**src/rtl/keypad_scan_ctrl.sv**
```systemverilog
// rtl/keypad_scan_ctrl.sv - 4x4 matrix keypad scanner with shared debounce and one-entry key buffer
//
// Drives one keypad column low at a time, samples the synchronized rows,
// debounces with a single shared counter and hands accepted key codes to
// the consumer through a single-entry valid/ready buffer.
//
// Ports:
//   clk        system clock
//   rst_n      asynchronous active-low reset
//   row_n[3:0] keypad rows, active-low, asynchronous to clk
//   col_n[3:0] column drive, active-low, exactly one bit low
//   key_code   accepted key = {row[1:0], col[1:0]}
//   key_valid  key_code holds an unconsumed key
//   key_ready  consumer takes key_code when key_valid & key_ready
//   key_held   high while a debounced single key is held down
//   overrun    one-cycle pulse when an accepted key found the buffer full

module keypad_scan_ctrl #(
  parameter int SCAN_DIV = 1200,
  parameter int DEB_CNT  = 240000
) (
  input  logic       clk,
  input  logic       rst_n,
  input  logic [3:0] row_n,
  output logic [3:0] col_n,
  output logic [3:0] key_code,
  output logic       key_valid,
  input  logic       key_ready,
  output logic       key_held,
  output logic       overrun
);

  localparam logic [1:0] SCAN     = 2'd0;
  localparam logic [1:0] DEBOUNCE = 2'd1;
  localparam logic [1:0] PRESSED  = 2'd2;
  localparam logic [1:0] RELEASE  = 2'd3;

  localparam logic [19:0] SCAN_LAST = 20'(SCAN_DIV - 1);
  localparam logic [19:0] DEB_LAST  = 20'(DEB_CNT - 1);

  logic [3:0]  rs_meta;
  logic [3:0]  rs;
  logic [1:0]  state, state_nx;
  logic [1:0]  col, col_nx;
  logic [19:0] cnt, cnt_nx;
  logic [3:0]  pat, pat_nx;
  logic        held_nx;
  logic        accept;
  logic [3:0]  pat_inv;
  logic        single_zero;
  logic [1:0]  row_idx;

  assign col_n = ~(4'b0001 << col);

  // Two-flop synchronizer; idle rows read as all ones.
  always_ff @(posedge clk or negedge rst_n) begin
    if (!rst_n) begin
      rs_meta <= 4'hF;
      rs      <= 4'hF;
    end else begin
      rs_meta <= row_n;
      rs      <= rs_meta;
    end
  end

  // A legal single press has exactly one row low in the latched pattern.
  assign pat_inv     = ~pat;
  assign single_zero = (pat_inv != 4'd0) && ((pat_inv & (pat_inv - 4'd1)) == 4'd0);

  always_comb begin
    row_idx = 2'd0;
    case (pat_inv)
      4'b0010: row_idx = 2'd1;
      4'b0100: row_idx = 2'd2;
      4'b1000: row_idx = 2'd3;
      default: row_idx = 2'd0;
    endcase
  end

  // Every counting path ends at its target with a transition that clears
  // cnt, so the counter can never run past its limit.
  always_comb begin
    state_nx = state;
    col_nx   = col;
    cnt_nx   = cnt;
    pat_nx   = pat;
    held_nx  = key_held;
    accept   = 1'b0;
    case (state)
      SCAN: begin
        if (cnt == SCAN_LAST) begin
          cnt_nx = 20'd0;
          if (rs == 4'hF) begin
            col_nx = col + 2'd1;
          end else begin
            pat_nx   = rs;
            state_nx = DEBOUNCE;
          end
        end else begin
          cnt_nx = cnt + 20'd1;
        end
      end
      DEBOUNCE: begin
        if (rs != pat) begin
          pat_nx = rs;
          cnt_nx = 20'd0;
        end else if (cnt == DEB_LAST) begin
          cnt_nx = 20'd0;
          if (pat == 4'hF) begin
            // Settled back to idle: the press was noise, move on.
            state_nx = SCAN;
            col_nx   = col + 2'd1;
          end else begin
            // Multi-key patterns also park in PRESSED, but silently.
            state_nx = PRESSED;
            held_nx  = single_zero;
            accept   = single_zero;
          end
        end else begin
          cnt_nx = cnt + 20'd1;
        end
      end
      PRESSED: begin
        cnt_nx = 20'd0;
        if (rs == 4'hF) begin
          state_nx = RELEASE;
        end
      end
      RELEASE: begin
        if (rs != 4'hF) begin
          state_nx = PRESSED;
          cnt_nx   = 20'd0;
        end else if (cnt == DEB_LAST) begin
          state_nx = SCAN;
          cnt_nx   = 20'd0;
          col_nx   = col + 2'd1;
          held_nx  = 1'b0;
        end else begin
          cnt_nx = cnt + 20'd1;
        end
      end
      default: begin
        state_nx = SCAN;
        cnt_nx   = 20'd0;
      end
    endcase
  end

  always_ff @(posedge clk or negedge rst_n) begin
    if (!rst_n) begin
      state    <= SCAN;
      col      <= 2'd0;
      cnt      <= 20'd0;
      pat      <= 4'hF;
      key_held <= 1'b0;
    end else begin
      state    <= state_nx;
      col      <= col_nx;
      cnt      <= cnt_nx;
      pat      <= pat_nx;
      key_held <= held_nx;
    end
  end

  // Single-entry output buffer. A consume and a new accept in the same
  // cycle reload directly so key_valid never drops between the two keys.
  always_ff @(posedge clk or negedge rst_n) begin
    if (!rst_n) begin
      key_code  <= 4'd0;
      key_valid <= 1'b0;
      overrun   <= 1'b0;
    end else begin
      overrun <= 1'b0;
      if (accept) begin
        if (!key_valid || key_ready) begin
          key_code  <= {row_idx, col};
          key_valid <= 1'b1;
        end else begin
          overrun <= 1'b1;
        end
      end else if (key_valid && key_ready) begin
        key_valid <= 1'b0;
      end
    end
  end

endmodule

```
**config.mk**
```make
export PLATFORM = sky130hd
export DESIGN_NAME = keypad_scan_ctrl
export DESIGN_NICKNAME = d
export VERILOG_FILES = /design/src/rtl/keypad_scan_ctrl.sv
export SDC_FILE = /design/constraint.sdc
export NUM_CORES = 1
export LEC_CHECK = 0
export BUFFER_PORTS_ARGS = -buffer_cell sky130_fd_sc_hd__buf_2
export CAP_MARGIN = 10
export CORE_ASPECT_RATIO = 0.8
export CORE_MARGIN = 2
export CORE_UTILIZATION = 57
export DETAILED_ROUTE_END_ITERATION = 16
export PLACE_DENSITY = 0.76
export SYNTH_ARGS = -nofsm -noshare
export SYNTH_HDL_FRONTEND = slang
export SYNTH_SLANG_ARGS = --single-unit
```
**constraint.sdc**
```tcl
create_clock -name clk -period 2.8 [get_ports clk]
set_clock_uncertainty 0.2 [all_clocks]
set_input_delay 0.42 -clock clk [delete_from_list [all_inputs] [get_ports clk]]
set_output_delay 0.42 -clock clk [all_outputs]
set_load 0.05 [all_outputs]
```
==> summary.md <==
| Metric | Value |
|---|---|
| Final period util | `82.8%` |
| Synth unique cells | `45` |
| P per Cell Area | `427 nW/um^2` |
| Die width | `74.1 um` |
| CTS tree | `yes` |
| VDD IR max | `0.371 mV` |
| First-pass detailed-route iteration total | `4` |
| RD Place Congestion | `0.818` |
| Crit path max fanout | `19` |
| Vias per inst | `5.44` |
| Commonest non-fill, non-tap cell in the layout | `dfrtp_1` |
| Critical Path RT | `2770 ps` |
| Port Buffers | `17` |
| Slew @ Worst Pin | `900 ps` |
| Power Total | `1030 uW` |
| Post-synth EDFFs | `0` |
| Post-synthesis async set-or-reset flop share | `100%` |
| Routed WL | `3520 um` |
| Max cap viols | `0` |
| Setup Fix Bufs, Post-CTS | `0` |
| Via count | `1534` |
| Register area share after synthesis | `48.7%` |
| Status | `finished, final reports clean` |
| Lkg Pwr | `0.00109 uW` |
| Iteration-0 DRC Markers | `78` |
| CTS root buf | `clkbuf_8` |
| Syn Inst Count | `211` |
| Clock Path Buffers | `2` |
| Global-route wire length before repair | `6220 um` |
| Final layout net count | `238` |
| H-tree level count | `2` |
| Number of diodes | `0` |
| Crit-path cells | `ha_1, and4_4, nand4_1, o21ai_0, o221a_2, nor2_1` |
| Initial Util | `59.3%` |
| Post-Syn Area | `2240 um^2` |
| Worst setup path class | `flop to flop` |
| Standard-cell row count | `20` |
| Clk sinks | `43` |
| Final hold violation count | `0` |
| DRT antenna net count | `0` |
| Mapped Nets | `223` |
| CTS Hold Bufs | `0` |
| Mean routed wirelength per cell | `12.5 um` |
| Die area | `4450 um^2` |
| Max_slew headroom | `40.0%` |
| Final Cell Area | `2410 um^2` |
| Worst Setup Start Kind | `flop` |
| Synth Flop Type | `dfrtp_1` |
| Latest clock arrival within the worst-skew pair | `290 ps` |
| Die height | `60.1 um` |
| Area after DPL | `2320 um^2` |
| Area Growth Syn to Fin | `7.43%` |
| Finished Layout Cells | `282` |
| Remaining global-route overflow | `0` |
| Num CTS Buffers | `5` |
| Final min period | `2320 ps` |
| IO Pins | `18` |
| CTS resizes | `0` |
| FF+latch count, synth | `43` |
| YS warnings | `0` |
| Placed Cells | `274` |
| Syn avg cell area | `10.6 um^2` |
| CP peak stage delay | `510 ps` |
| Max Slew Vio Count | `0` |
| Setup repair after global routing missed its margin | `false` |
| HPWL Detailed | `2580 um` |
| DRC Markers | `0` |
| Worst-path clk slew | `70 ps` |
| Vias in the first global route | `1445` |
| Initial antenna violation count | `0` |
| Critical Path End Type | `flop` |
| Total track usage | `19.0%` |
| Final setup fails | `0` |
| Layout cells sized above 1 | `23.8%` |
| Setup TNS | `0 ps` |
| Core Region | `3780 um^2` |
| Max Fclk | `431 MHz` |
| Hold Path Class | `input port to flop` |
| CP arrival | `2290 ps` |
| Slowest CP cell | `o221a_2` |
| Largest net degree at the start of global routing | `44` |
| Most frequent cells in the layout | `dfrtp_1, nor2_1, nand2_1, buf_2` |
## where the power goes
group	internal (uW)	switching [uW]	total (uW)
combinational	5.58	15.6	21.1
sequential	632	4.12	636
clock	175	194	369
total	812	214	1030
## logic make-up (layout without fill, tap and decap cells)
group,Yosys count,in the layout,share of synthesized area [%]
muxes,11,11,5.47
and+or+nand+nor,92,92,23.6
AOI/OAI and AO/OA,16,16,5.14
adders and majority gates,5,5,2.79
buffers and inverters,20,36,4.92
xor gates and xnor gates,24,24,9.39
DFF,43,43,48.7
## Yosys cell counts (2+ instances only)
master | number | share of area, %
nand2_1 | 17 | 2.8
nor2_1 | 29 | 4.9
and4_1 | 2 | 0.78
nand4_2 | 2 | 1.1
dfrtp_1 | 31 | 35
nand2b_1 | 2 | 0.56
dfstp_2 | 12 | 14
buf_2 | 3 | 0.67
nand3_1 | 6 | 1.3
nor3_1 | 7 | 1.6
mux2_2 | 10 | 5.0
xnor2_1 | 12 | 4.7
a211oi_1 | 2 | 0.67
inv_1 | 11 | 1.8
and3_1 | 4 | 1.1
nor4_1 | 3 | 0.84
nor4_4 | 3 | 2.8
nand4_1 | 5 | 1.4
clkbuf_1 | 3 | 0.50
xor2_1 | 12 | 4.7
o21ai_0 | 2 | 0.45
buf_6 | 2 | 1.0
o211ai_1 | 2 | 0.67
a21oi_1 | 3 | 0.67
ha_1 | 5 | 2.8
nand4b_1 | 2 | 0.78
## layer usage
| layer | GRT usage, % | wire (um) | vias up |
|---|---|---|---|
| met5 | 0 | 0 | - |
| met1 | 25.0 | 1760 | 740 |
| met3 | 5.06 | 137 | 7 |
| met4 | 9.35 | 70 | 0 |
| met2 | 29.5 | 1550 | 30 |
| li1 | - | - | 757 |
## metrics by stage
stage | setup WS (ps) | hold WS, ps | util (%)
2_1_floorplan | 710 | -75.6 | -
3_3_place_gp | 577 | 146 | 61.5
3_5_place_dp | 496 | 149 | 61.5
4_1_cts | 478 | 8.59 | 63.7
5_1_grt | 337 | 0.913 | 63.7
6_report | 481 | 21.4 | 63.7
## final cells by class
| class | instances | area, um^2 |
|---|---|---|
| Inverter | 11 | 41.3 |
| Sequential cell | 43 | 1090 |
| Fill cell | 308 | 1370 |
| Multi-Input combinational cell | 148 | 1040 |
| Tap cell | 55 | 68.8 |
| Timing Repair Buffer | 17 | 85.1 |
| Clock buffer | 7 | 76.3 |
| Clock inverter | 1 | 5.00 |
## critical path, delay by kind of cell, from the launching register on
kind / cells / cell delay, ps
flops: 1 / 390
compound gates: 2 / 820
simple gates: 3 / 560
fa+ha+maj: 1 / 220
## final timing paths
check,cells after the start,startpoint,slack (ps),to
setup / recovery,6,cnt[0],480,cnt[18]
hold / removal,1,row_n[3],20,rs_meta[3]
max in group asynchronous,1,rst_n,1800,cnt[11]
min in group asynchronous,1,rst_n,50,key_code[2]
setup reg to reg,6,cnt[0],480,cnt[18]
hold reg to reg,0,rs_meta[1],160,rs[1]
## registers in the layout, summed over array words and instances (netlist names)
signal / cells
key_valid: 1
overrun: 1
state: 2
rs_meta: 4
col: 2
rs: 4
key_held: 1
key_code: 4
cnt: 20
pat: 4
Power figures use the tool's default switching activity.
